--- src/rtl/truth_table_pkg.sv ---
// truth_table_pkg: shared types and bit-ordering helpers for the truth-table sweeper.
package truth_table_pkg;
   typedef enum logic {IDLE, SETTLE} state_t;
   localparam int SETTLE_W = 8;
   function automatic int rows(input int n);
      return 1 << n;
   endfunction
   // Row k (first input = MSB of stim) lands in the word bit counted from the top.
   function automatic int row_bit(input int k, input int n);
      return rows(n) - 1 - k;
   endfunction
endpackage

--- src/rtl/tt_settle_counter.sv ---
// tt_settle_counter: loadable down-counter with a zero flag, sets per-row hold time.
module tt_settle_counter
   import truth_table_pkg::*;
(
   input  logic                clk,
   input  logic                rst_n,
   input  logic                load,
   input  logic                dec,
   input  logic [SETTLE_W-1:0] load_val,
   output logic                is_zero
);
   logic [SETTLE_W-1:0] cnt;
   always_ff @(posedge clk or negedge rst_n)
      if (!rst_n) cnt <= '0;
      else if (load) cnt <= load_val;
      else if (dec && cnt != '0) cnt <= cnt - 1'b1;
   assign is_zero = cnt == '0;
endmodule

--- src/rtl/truth_table_sweeper.sv ---
// truth_table_sweeper: drives every input row of a combinational block, samples its
// response after a settle time and packs the results into a checked function word.
module truth_table_sweeper
   import truth_table_pkg::*;
#(
   parameter int N_INPUTS      = 4,
   parameter int SETTLE_CYCLES = 2
) (
   input  logic                          clk,
   input  logic                          rst_n,
   input  logic                          start,
   input  logic                          abort,
   input  logic [rows(N_INPUTS)-1:0]     expect_table,
   input  logic                          resp,
   output logic [N_INPUTS-1:0]           stim,
   output logic                          busy,
   output logic                          done,
   output logic [rows(N_INPUTS)-1:0]     table_out,
   output logic                          table_valid,
   output logic                          match
);
   localparam int W = rows(N_INPUTS);
   state_t              state, state_d;
   logic [N_INPUTS:0]   row, row_d;
   logic [W-1:0]        shadow, shadow_d, exp_q, exp_d, table_d, final_word;
   logic [N_INPUTS-1:0] stim_d, idx;
   logic                busy_d, done_d, valid_d, match_d, load, dec, is_zero, last;
   tt_settle_counter u_settle (
      .clk      (clk),
      .rst_n    (rst_n),
      .load     (load),
      .dec      (dec),
      .load_val (SETTLE_W'(SETTLE_CYCLES)),
      .is_zero  (is_zero)
   );
   assign idx  = N_INPUTS'(row_bit(int'(row), N_INPUTS));
   assign last = row == (N_INPUTS+1)'(W - 1);
   // The sampled bit is folded in here so the final word includes the last row.
   always_comb begin
      final_word      = shadow;
      final_word[idx] = resp;
   end
   always_comb begin
      state_d  = state;
      row_d    = row;
      shadow_d = shadow;
      exp_d    = exp_q;
      stim_d   = stim;
      busy_d   = busy;
      done_d   = 1'b0;
      table_d  = table_out;
      valid_d  = table_valid;
      match_d  = match;
      load     = 1'b0;
      dec      = 1'b0;
      if (state == IDLE) begin
         if (start && !abort) begin
            state_d = SETTLE;
            busy_d  = 1'b1;
            stim_d  = '0;
            row_d   = '0;
            load    = 1'b1;
            exp_d   = expect_table;
            valid_d = 1'b0;
         end
      end else if (abort) begin
         state_d = IDLE;
         busy_d  = 1'b0;
         stim_d  = '0;
         row_d   = '0;
      end else if (!is_zero) begin
         dec = 1'b1;
      end else begin
         shadow_d = final_word;
         if (!last) begin
            row_d  = row + 1'b1;
            stim_d = row_d[N_INPUTS-1:0];
            load   = 1'b1;
         end else begin
            state_d = IDLE;
            table_d = final_word;
            match_d = final_word == exp_q;
            valid_d = 1'b1;
            done_d  = 1'b1;
            busy_d  = 1'b0;
            stim_d  = '0;
            row_d   = '0;
         end
      end
   end
   always_ff @(posedge clk or negedge rst_n)
      if (!rst_n) begin
         state       <= IDLE;
         row         <= '0;
         shadow      <= '0;
         exp_q       <= '0;
         stim        <= '0;
         busy        <= 1'b0;
         done        <= 1'b0;
         table_out   <= '0;
         table_valid <= 1'b0;
         match       <= 1'b0;
      end else begin
         state       <= state_d;
         row         <= row_d;
         shadow      <= shadow_d;
         exp_q       <= exp_d;
         stim        <= stim_d;
         busy        <= busy_d;
         done        <= done_d;
         table_out   <= table_d;
         table_valid <= valid_d;
         match       <= match_d;
      end
endmodule

--- config.mk ---
export PLATFORM = sky130hd
export DESIGN_NAME = truth_table_sweeper
export DESIGN_NICKNAME = d
export VERILOG_FILES = /design/src/rtl/truth_table_pkg.sv /design/src/rtl/tt_settle_counter.sv /design/src/rtl/truth_table_sweeper.sv
export SDC_FILE = /design/constraint.sdc
export NUM_CORES = 1
export LEC_CHECK = 0
export CORE_MARGIN = 2
export CORE_UTILIZATION = 64
export DETAILED_ROUTE_END_ITERATION = 10
export DONT_BUFFER_PORTS = 1
export GPL_TIMING_DRIVEN = 0
export PLACE_DENSITY = 0.89
export REMOVE_ABC_BUFFERS = 1
export SETUP_SLACK_MARGIN = 0.4
export SYNTH_ARGS = -nofsm -noshare
export SYNTH_HDL_FRONTEND = slang
export SYNTH_SLANG_ARGS = --single-unit
--- constraint.sdc ---
create_clock -name clk -period 3.4 [get_ports clk]
set_input_delay 0.68 -clock clk [delete_from_list [all_inputs] [get_ports clk]]
set_output_delay 0.68 -clock clk [all_outputs]
set_load 0.01 [all_outputs]
==> out/results.txt <==
The logs give 0.8203 ns for the pre-CTS setup slack and 1.545 mW for the internal cell power. Across the VDD grid, the largest voltage drop is 0.4630 mV. The H-tree was split into 3 levels. At the worst endpoint, the required time is 3.65 ns. The filler cells instantiated in the layout total 373.

At the later pin of the worst-skew pair, clock insertion delay measures 0.35 ns. Of the available clock period, the critical path in the final layout requires 77.91%. Of the cells placed in the final design, the portion with a size suffix greater than 1 is 11.97%. In this design, the stage delay of the slowest critical-path cell is 0.97 ns.

The buffers inserted during post-CTS setup optimization is 0, and the signed area change from the synthesized netlist to the final layout is 7.778%. Detailed placement finished with a half-perimeter wire length of 4.729 mm. STA classifies the critical path endpoint as a register. TritonCTS built the clock tree.

The worst min-delay path category was in2async. Family with the most delay on the worst path: flip-flops. Power comes to 2.112 mW. The critical path goes through nand3b_1 -> a31oi_1 -> o311ai_1 -> or4_1 -> o31ai_2. The mapped netlist covers 3458 um2. The floorplan step set the die height to 77.51 um. The post-synthesis sequential area ratio was 47.76%. The share of total power dissipated in sequential elements is 45.6%.

Setup violations remaining at the end of the flow were counted as 0. Clock-pin slew was measured on the worst setup and hold paths at 0.08 ns. The count of nets left with antenna violations once routing finished came out at 0. The tools report the first-pass GRT wire length as 12.13 mm.

Yosys attributes the largest share of cell area to dfrtp_1, o21ai_0, nand2_1. For this run, the number of standard cells in the final layout without fillers is 421. Summed over all nets, the switching power comes to 0.5670 mW. Initial antenna violation count: 0.

In this run the count of I/O pins placed on the die edge is 45. Setup repair after global routing left no endpoint under its margin. Ranked by instance count, the synthesized netlist is headed by dfrtp_1, nand2_1, o21ai_0. The congestion estimate from routability-driven global placement came to 0.8966. The routed design could run at a clock period as short as 2.649 ns. The cell with the biggest individual delay on the critical path is dfrtp_1. The number of nets in the finished design is 373.

The antenna diode instance count is 0. In this run, the number of DRC markers left after iteration 0 of detailed routing was 230. The core footprint is 5172 um2.

The tree is rooted in a clkbuf_8. Final sum of negative setup slack: 0 ns. The die covers 6008 um2.

The final count of pins violating max slew was 0; the achievable clock frequency was 377.5 MHz. Summed over all layers, the global routing overflow is 0. Counting the buffers created by CTS gives 9.

Number of input and output port buffers inserted: 0. For the count of max-cap constraint violations, the log shows 0. The biggest area contributor in the post-synthesis netlist is dfrtp_1. The buffer depth of the longest clock path came out at 2.

Most repeated cell in the gate-level netlist after synthesis: dfrtp_1. The power density relative to cell area was 566.6 nW/um2; the total of flip-flops plus latches after synthesis was 66. The run gives 7.239 mm as the total wirelength of the detailed-routed design.

The average cell area after synthesis is 9.825 um2. Effective utilization at floorplan: 66.86%. The post-route cell area came out at 3727 um2. The via count is 2582, and the count of final hold-check violations is 0. In this run, post-CTS repair resized a total of 0 instances.

Per report_power, the clock group accounts for 38.7% of the total. The number of distinct library cells after synthesis was 51. For this run, the total global-route usage over all layers was measured as 25.70%. In this run, synthesis inferred 0 flip-flops with an integrated enable. The die outline width is 77.51 um.

For the static leakage, the log shows 1.653 nW. The total clock sinks is 66. The largest fanout on the critical path works out to 26. The run finished with clean final reports.

Dividing the detail-routed via count by the number of cells gives 6.133. Measured on the finished design, the core utilization comes to 72.06%. The count of mapped cells out of synthesis is 352, and the via count of the first global-routing pass is 2549. In this run switching power makes up 26.85% of total power. In this run, the combinational gates consume 15.7% of the power.

For the clock tree skew after final layout, the log shows 0.01355 ns. Worst setup margin: 0.7510 ns. The main flop type after synthesis is dfrtp_1. After synthesis, the largest area contributor takes up 47.76% of total cell area. The kind of critical path is reg2reg. The initialized floorplan defines 26 standard-cell rows. Measured against its own limit, the worst slew margin works out to 32.79%. Entering global routing, the biggest net connects 67 pins. The data arrival time of the critical path was 2.90 ns; the number of synthesis warnings was 0.

The logs give 0 for the number of DRC violations after detailed routing and 403 for the number of placed cells counting well taps. Hold is met by 0.02809 ns. For the pin with the worst max-slew slack, the measured transition is 1.008 ns.

After detailed routing, the average wire length per cell comes to 17.19 um. The first detailed-routing pass ran for 5 iterations. The proportion of synthesized flip-flops having asynchronous set or reset works out to 100.0%. After detailed placement, the total cell area comes to 3438 um2. The tools report the type of element launching the critical path as a register.

The number of buffers and inverters on the critical path is 0.
==> worst paths after layout <==
| path | to | cells past startpoint | slack (ns) | startpoint |
|---|---|---|---|---|
| max | match | 5 | 0.75 | row[3] |
| min | table_out[4] | 0 | 0.03 | rst_n |
| max reg2reg | match | 5 | 0.75 | row[3] |
| min reg2reg | shadow[1] | 2 | 0.49 | shadow[1] |
| max in group asynchronous | row[4] | 1 | 2.58 | rst_n |
| min in group clk | exp_q[11] | 2 | 0.46 | expect_table[11] |
==> sequential cells by signal, indices dropped and copies added (netlist names) <==
name and flops:
table_out 16, match 1, shadow 16, exp_q 16, state 1, stim 3, row 2, done 1
u_settle.cnt 8, table_valid 1, busy 1
==> cells by family after synthesis <==
logic type | count (synthesis) | share of synthesized area [%]
compound gates | 80 | 13.31
xor+xnor | 12 | 3.039
fa+ha+maj | 6 | 2.171
buf+inv | 33 | 5.029
flops | 66 | 47.76
mux | 25 | 7.851
simple gates | 130 | 20.84
==> power groups by stage <==
stage	Combinational (mW)	Sequential (mW)	Clock, mW
2_1_floorplan	0.254	0.954	0
3_3_place_gp	0.296	0.972	0
3_5_place_dp	0.316	0.976	0
4_1_cts	0.318	0.963	0.828
5_1_grt	0.374	0.976	0.866
6_report	0.331	0.964	0.817
==> repair_timing <==
item | 4_1_cts | 5_1_grt
endpoints found under the hold margin | 0 | 43
hold buffers | 0 | 2
endpoints found under the setup margin | 0 | 0
==> final cells by class <==
cell class | count | area (um2) | share of cell area (%)
Timing Repair Buffer | 3 | 52.55 | 1.410
Tap cell | 70 | 87.58 | 2.350
Clock buffer | 11 | 151.4 | 4.062
Multi-Input combinational cell | 253 | 1635 | 43.87
Clock inverter | 5 | 100.1 | 2.685
Sequential cell | 66 | 1652 | 44.31
Inverter | 13 | 48.80 | 1.309
==> layer usage <==
layer | routed length, um | GRT usage [%] | up-vias
met5 | 0 | 0 | -
li1 | - | - | 1226
met4 | 76 | 6.786 | 0
met3 | 499 | 8.721 | 8
met2 | 3654 | 43.65 | 78
met1 | 3008 | 31.42 | 1270
==> worst register-to-register path, delay by kind of cell (launching register included) <==
| kind | cells | cell delay (ns) |
|---|---|---|
| AO/OA/AOI/OAI | 3 | 0.63 |
| flip-flops | 1 | 0.97 |
| AND/OR/NAND/NOR | 2 | 0.95 |
==> cells in the final DEF (no fill, tap or decap), types with 3 or more instances in the layout <==
cell / instances
dfrtp_1: 66
nand2_1: 42
o21ai_0: 35
nor2_1: 23
nand3b_1: 15
inv_1: 12
a21oi_1: 12
mux2_2: 12
nand3_1: 11
clkbuf_8: 11
mux2i_1: 10
o21ai_1: 10
o31ai_1: 9
xor2_1: 8
nand4_1: 6
ha_1: 6
nor3_1: 4
xnor2_1: 4
nor2b_1: 3
nand2b_1: 3
nor3b_1: 3
a31oi_1: 3
nand4b_1: 3
bufinv_16: 3
(Power assumes the default switching activity.)
==> RTL edit 1 (config.mk and constraints unchanged) <==
Put one more register stage on the output `table_out`, with the module's reset. The value now appears one clock later. The other outputs are not delayed to match.
--- a/src/rtl/truth_table_sweeper.sv
+++ b/src/rtl/truth_table_sweeper.sv
@@ -20,6 +20,8 @@
    output logic                          match
 );
    localparam int W = rows(N_INPUTS);
+
+   logic [rows(N_INPUTS)-1:0] table_s0;
    state_t              state, state_d;
    logic [N_INPUTS:0]   row, row_d;
    logic [W-1:0]        shadow, shadow_d, exp_q, exp_d, table_d, final_word;
@@ -48,7 +50,7 @@
       stim_d   = stim;
       busy_d   = busy;
       done_d   = 1'b0;
-      table_d  = table_out;
+      table_d  = table_s0;
       valid_d  = table_valid;
       match_d  = match;
       load     = 1'b0;
@@ -97,7 +99,7 @@
          stim        <= '0;
          busy        <= 1'b0;
          done        <= 1'b0;
-         table_out   <= '0;
+         table_s0    <= '0;
          table_valid <= 1'b0;
          match       <= 1'b0;
       end else begin
@@ -108,9 +110,17 @@
          stim        <= stim_d;
          busy        <= busy_d;
          done        <= done_d;
-         table_out   <= table_d;
+         table_s0    <= table_d;
          table_valid <= valid_d;
          match       <= match_d;
       end
+   always_ff @(posedge clk or negedge rst_n) begin
+      if (!rst_n) begin
+         table_out <= '0;
+      end else begin
+         table_out <= table_s0;
+      end
+   end
+
 endmodule
 
Behaviour: no difference found for any inputs over 10 cycles, from zero or initial values and one cycle with rst_n low; that may be too few to reach the edited logic, so the function may still have changed.
==> RTL edit 1 against the unedited design <==
  * Non-clock buffer count up 4
  * Area after synthesis up 14%
  * Wire length rose by 21%
  * Sequential cell count up 16
  * Power up 13%
  * Worst setup slack got worse by 0.19 ns
  * Fmax is 6.7% lower
  * Clock skew decreased by 0.0073 ns
  * Final area is 14% higher
  * Highest routed layer unchanged
==> RTL edit 1: results (changes against the unedited design) <==
Yosys
  – Number of distinct library cells after synthesis: 48 (-5.9%)
  – Average size of a mapped cell: 10.20 um^2 (+3.8%)
  – Area contributors post-synth: dfrtp_1 (52%), o21ai_0 (5.2%), nand2_1 (4.1%)
  – Most common library cells after synthesis: dfrtp_1 (82), nand2_1 (43), o21ai_0 (41)

Detailed routing
  – Vias per cell: 6.489 (+5.8%)
  – TritonRoute pass-1 iters: 4 (-1)
  – Via Count: 2985 (+16%)
  – Initial drt markers: 322 (+40%)
  – Post-Route WL: 8759 um (+21%)

Placed design
  – Placer Congestion: 0.8884 (-0.91%)
  – DP Area: 0.003918 mm^2 (+14%)
  – Pre-CTS WS: 0.4844 ns (-0.3359 ns)
  – Dpl hpwl: 5426 um (+15%)

Setup path
  – Crit Path Max Fanout: 10 (-62%)
  – Worst R2R Setup Slack: 0.56 ns (-0.19 ns)
  – Beginning of the worst register-to-register path: stim[1]$_DFFE_PN0P_

Final layout
  – Fill count: 401 (+7.5%)
  – Nets: 407 (+9.1%)
  – Core Util, Final: 0.7149 (-0.005690)

Pwr
  – VDD IR max: 0.4376 mV (-5.5%)
  – Sw frac: 0.2943 (+0.02580)

Global routing
  – Vias in the first global route: 2856 (+12%)
  – GR Util All Layers: 0.2724 (+0.01542)
  – First-pass GRT wire length: 13800 um (+14%)
  – Largest net degree at the start of global routing: 83 (+24%)

STA
  – Clock Skews: 0.006295 ns (-0.007260 ns)
  – Final hold slack: 0.1966 ns (+0.1685 ns)

Run status
  – Status: complete, no violations
[RTL edit 1: cell types whose count changed in the layout (fill, tap and decap cells not counted), sizes merged, moves of 3 or more]
cell	change
a21oi	-3
xnor2	+3
nand4b	-3
dlygate4sd3	+4
o31ai	+6
nor2b	+4
a22o	+3
xor2	+3
nand3b	-8
dfrtp	+16
[RTL edit 1: area by class of cell]
class / count / area share
multi-input cells: 266 / 0.4050
repair buffers: 7 / 0.02187
well taps: 75 / 0.02217
clock buffers: 10 / 0.03252
clock inverters: 6 / 0.02128
flip-flops and latches: 82 / 0.4848
inverters: 14 / 0.01242
[RTL edit 1: power groups by stage]
stage / Clock (mW) / Sequential [mW] / Combinational [mW]
after CTS: 0.799 / 1.18 / 0.378
after detailed placement: 0 / 1.20 / 0.372
final: 0.788 / 1.18 / 0.415
after global placement: 0 / 1.19 / 0.349
after global routing: 0.844 / 1.20 / 0.463
after floorplan: 0 / 1.17 / 0.300
[RTL edit 1: layer usage]
layer	up-vias	wire length (um)	track usage
met1	1464	3642	0.3669
met4	0	250	0.1100
met2	151	4106	0.4274
met3	23	760	0.06304
li1	1347	-	-
met5	-	0	0
[RTL edit 1: worst max-delay path by stage]
stage	start	to	slack, ns
final	stim[1]$_DFFE_PN0P_	match$_DFFE_PN0P_	0.56
after global routing	u_settle.cnt[0]$_DFFE_PN0P_	shadow[7]$_DFFE_PN0P_	0.40
after CTS	u_settle.cnt[0]$_DFFE_PN0P_	table_s0[11]$_DFFE_PN0P_	0.43
after detailed placement	stim[1]$_DFFE_PN0P_	match$_DFFE_PN0P_	0.48
after global placement	abort	u_settle.cnt[7]$_DFFE_PN0P_	0.25
after floorplan	stim[1]$_DFFE_PN0P_	match$_DFFE_PN0P_	0.82
[RTL edit 1: cells by family after synthesis]
group	synth area share
fa+ha+maj	0.01912
xor+xnor	0.04015
compound gates	0.1440
mux	0.06501
flops	0.5226
simple gates	0.1651
buf+inv	0.04398
[RTL edit 1: critical path, cell delays in order, from the launching register on]
cell and delay [ns]:
dfrtp_1 0.50, inv_1 0.16, ha_2 0.31, nor3b_1 0.28, mux2i_1 0.27, o22ai_1 0.12
or3_1 0.38, or4_1 0.52, o31ai_2 0.21
[RTL edit 1: repair_timing]
| item | 4_1_cts | 5_1_grt |
|---|---|---|
| hold buffers | 0 | 6 |
| gates resized for setup | 0 | 3 |
| endpoints found under the setup margin | 0 | 17 |
| endpoints found under the hold margin | 0 | 65 |
| buffers inserted | 0 | 0 |
==> RTL edit 2 (same flow settings) <==
Without the edit above. The parameter `N_INPUTS` goes from 4 to 3.
--- a/src/rtl/truth_table_sweeper.sv
+++ b/src/rtl/truth_table_sweeper.sv
@@ -3,7 +3,7 @@
 module truth_table_sweeper
    import truth_table_pkg::*;
 #(
-   parameter int N_INPUTS      = 4,
+   parameter int N_INPUTS      = 3,
    parameter int SETTLE_CYCLES = 2
 ) (
    input  logic                          clk,
Interface: changed (resized expect_table, stim and table_out); port bits go from 45 to 28. The function was not compared with the original's and may differ.
==> RTL edit 2 against the unedited design <==
  * Worst setup slack better by 0.26 ns
  * Clock power down 71%
  * Power down 41%
  * Count of clock-buffer cells in the layout down 3
  * Critical path depth up 1
  * Sequential cell count down 25
  * Final area down 38%
  * Area after synthesis down 35%
  * Utilization down 3.4 points
  * Wire length down 39%
  * Clock skew up 0.0041 ns
  * Die area down 33%
  * Critical path type unchanged
  * Critical endpoint is now u_settle.cnt[2]$_DFFE_PN0P_
  * Largest cell class is now multi-input gates
  * Largest power group unchanged
==> RTL edit 2: results (changes against the unedited design) <==
Run status
  – Status: complete, no violations

Final layout
  – Fill count: 294 (-21%)
  – Number of clock buffers in the layout: 8 (-3)
  – Buffering overhead: 0.008672 (-0.005427)
  – Multi-input combinational area share: 0.4894 (+0.05069)
  – Clock-cell share: 0.02114 (-0.04633)

Detailed routing
  – Routed wire per std cell: 16.48 um (-4.2%)
  – Met2 wire len: 2073 um (-43%)
  – Initial drt markers: 124 (-46%)

Global routing
  – Met3 Use GR: 0.08214 (-0.005066)
  – Largest net degree at the start of global routing: 42 (-37%)
  – GRT met2 Usage: 0.4066 (-0.02994)
  – M1 GR Usage: 0.3132 (-0.0009583)

STA
  – Fmax: 0.4186 GHz (+11%)
  – Final hold slack: 0.1279 ns (+0.09976 ns)

Setup path
  – R2R depth: 6 (+1)
  – CP endpoint: u_settle.cnt[2]$_DFFE_PN0P_
  – Worst R2R Setup Slack: 1.01 ns (+0.26 ns)

Placed design
  – Placer Congestion: 0.8325 (-7.1%)
  – Placed insts: 258 (-36%)

Clocking
  – CTS HTree Levels: 2 (-1)
  – CTS Root Cell: clkbuf_4
  – Worst-path clk slew: 0.12 ns (+0.04 ns)
  – Post-CTS Hold Buffers: 1 (+1)
  – Num CTS Buffers: 5 (-4)

Yosys
  – Post-Synth XOR/XNOR Area: 0.04268 (+0.01229)
  – Most common library cells after synthesis: dfrtp_1 (41), nand2_1 (23), o21ai_0 (19)
  – Mux contribution to synthesized area: 0.1048 (+0.02626)
  – Post-Synth Adder-Cell Area: 0.01663 (-0.005078)

Die
  – Row count: 21 (-19%)
[RTL edit 2: cell count changes in the layout (fill, tap and decap cells not counted), sizes merged, moves of 4 or more]
| cell | before | now |
|---|---|---|
| nand3 | 12 | 6 |
| nand3b | 17 | 5 |
| inv | 13 | 7 |
| o31ai | 10 | 2 |
| nand4 | 6 | 2 |
| nand2 | 43 | 23 |
| dfrtp | 66 | 41 |
| nor2 | 24 | 17 |
| o21ai | 45 | 23 |
| a21oi | 12 | 4 |
[RTL edit 2: logic make-up (layout without fill, tap and decap cells)]
kind of cell | after synthesis | in the layout
AOI/OAI and AO/OA | 41 | 41
xor gates and xnor gates | 11 | 11
adders and majority gates | 3 | 3
buffers and inverters | 21 | 16
DFF | 41 | 41
muxes | 22 | 22
and+or+nand+nor | 87 | 87
[RTL edit 2: power breakdown]
part	switching, mW	internal, mW
registers	0.0959	0.564
logic	0.216	0.143
clock network	0.155	0.0825
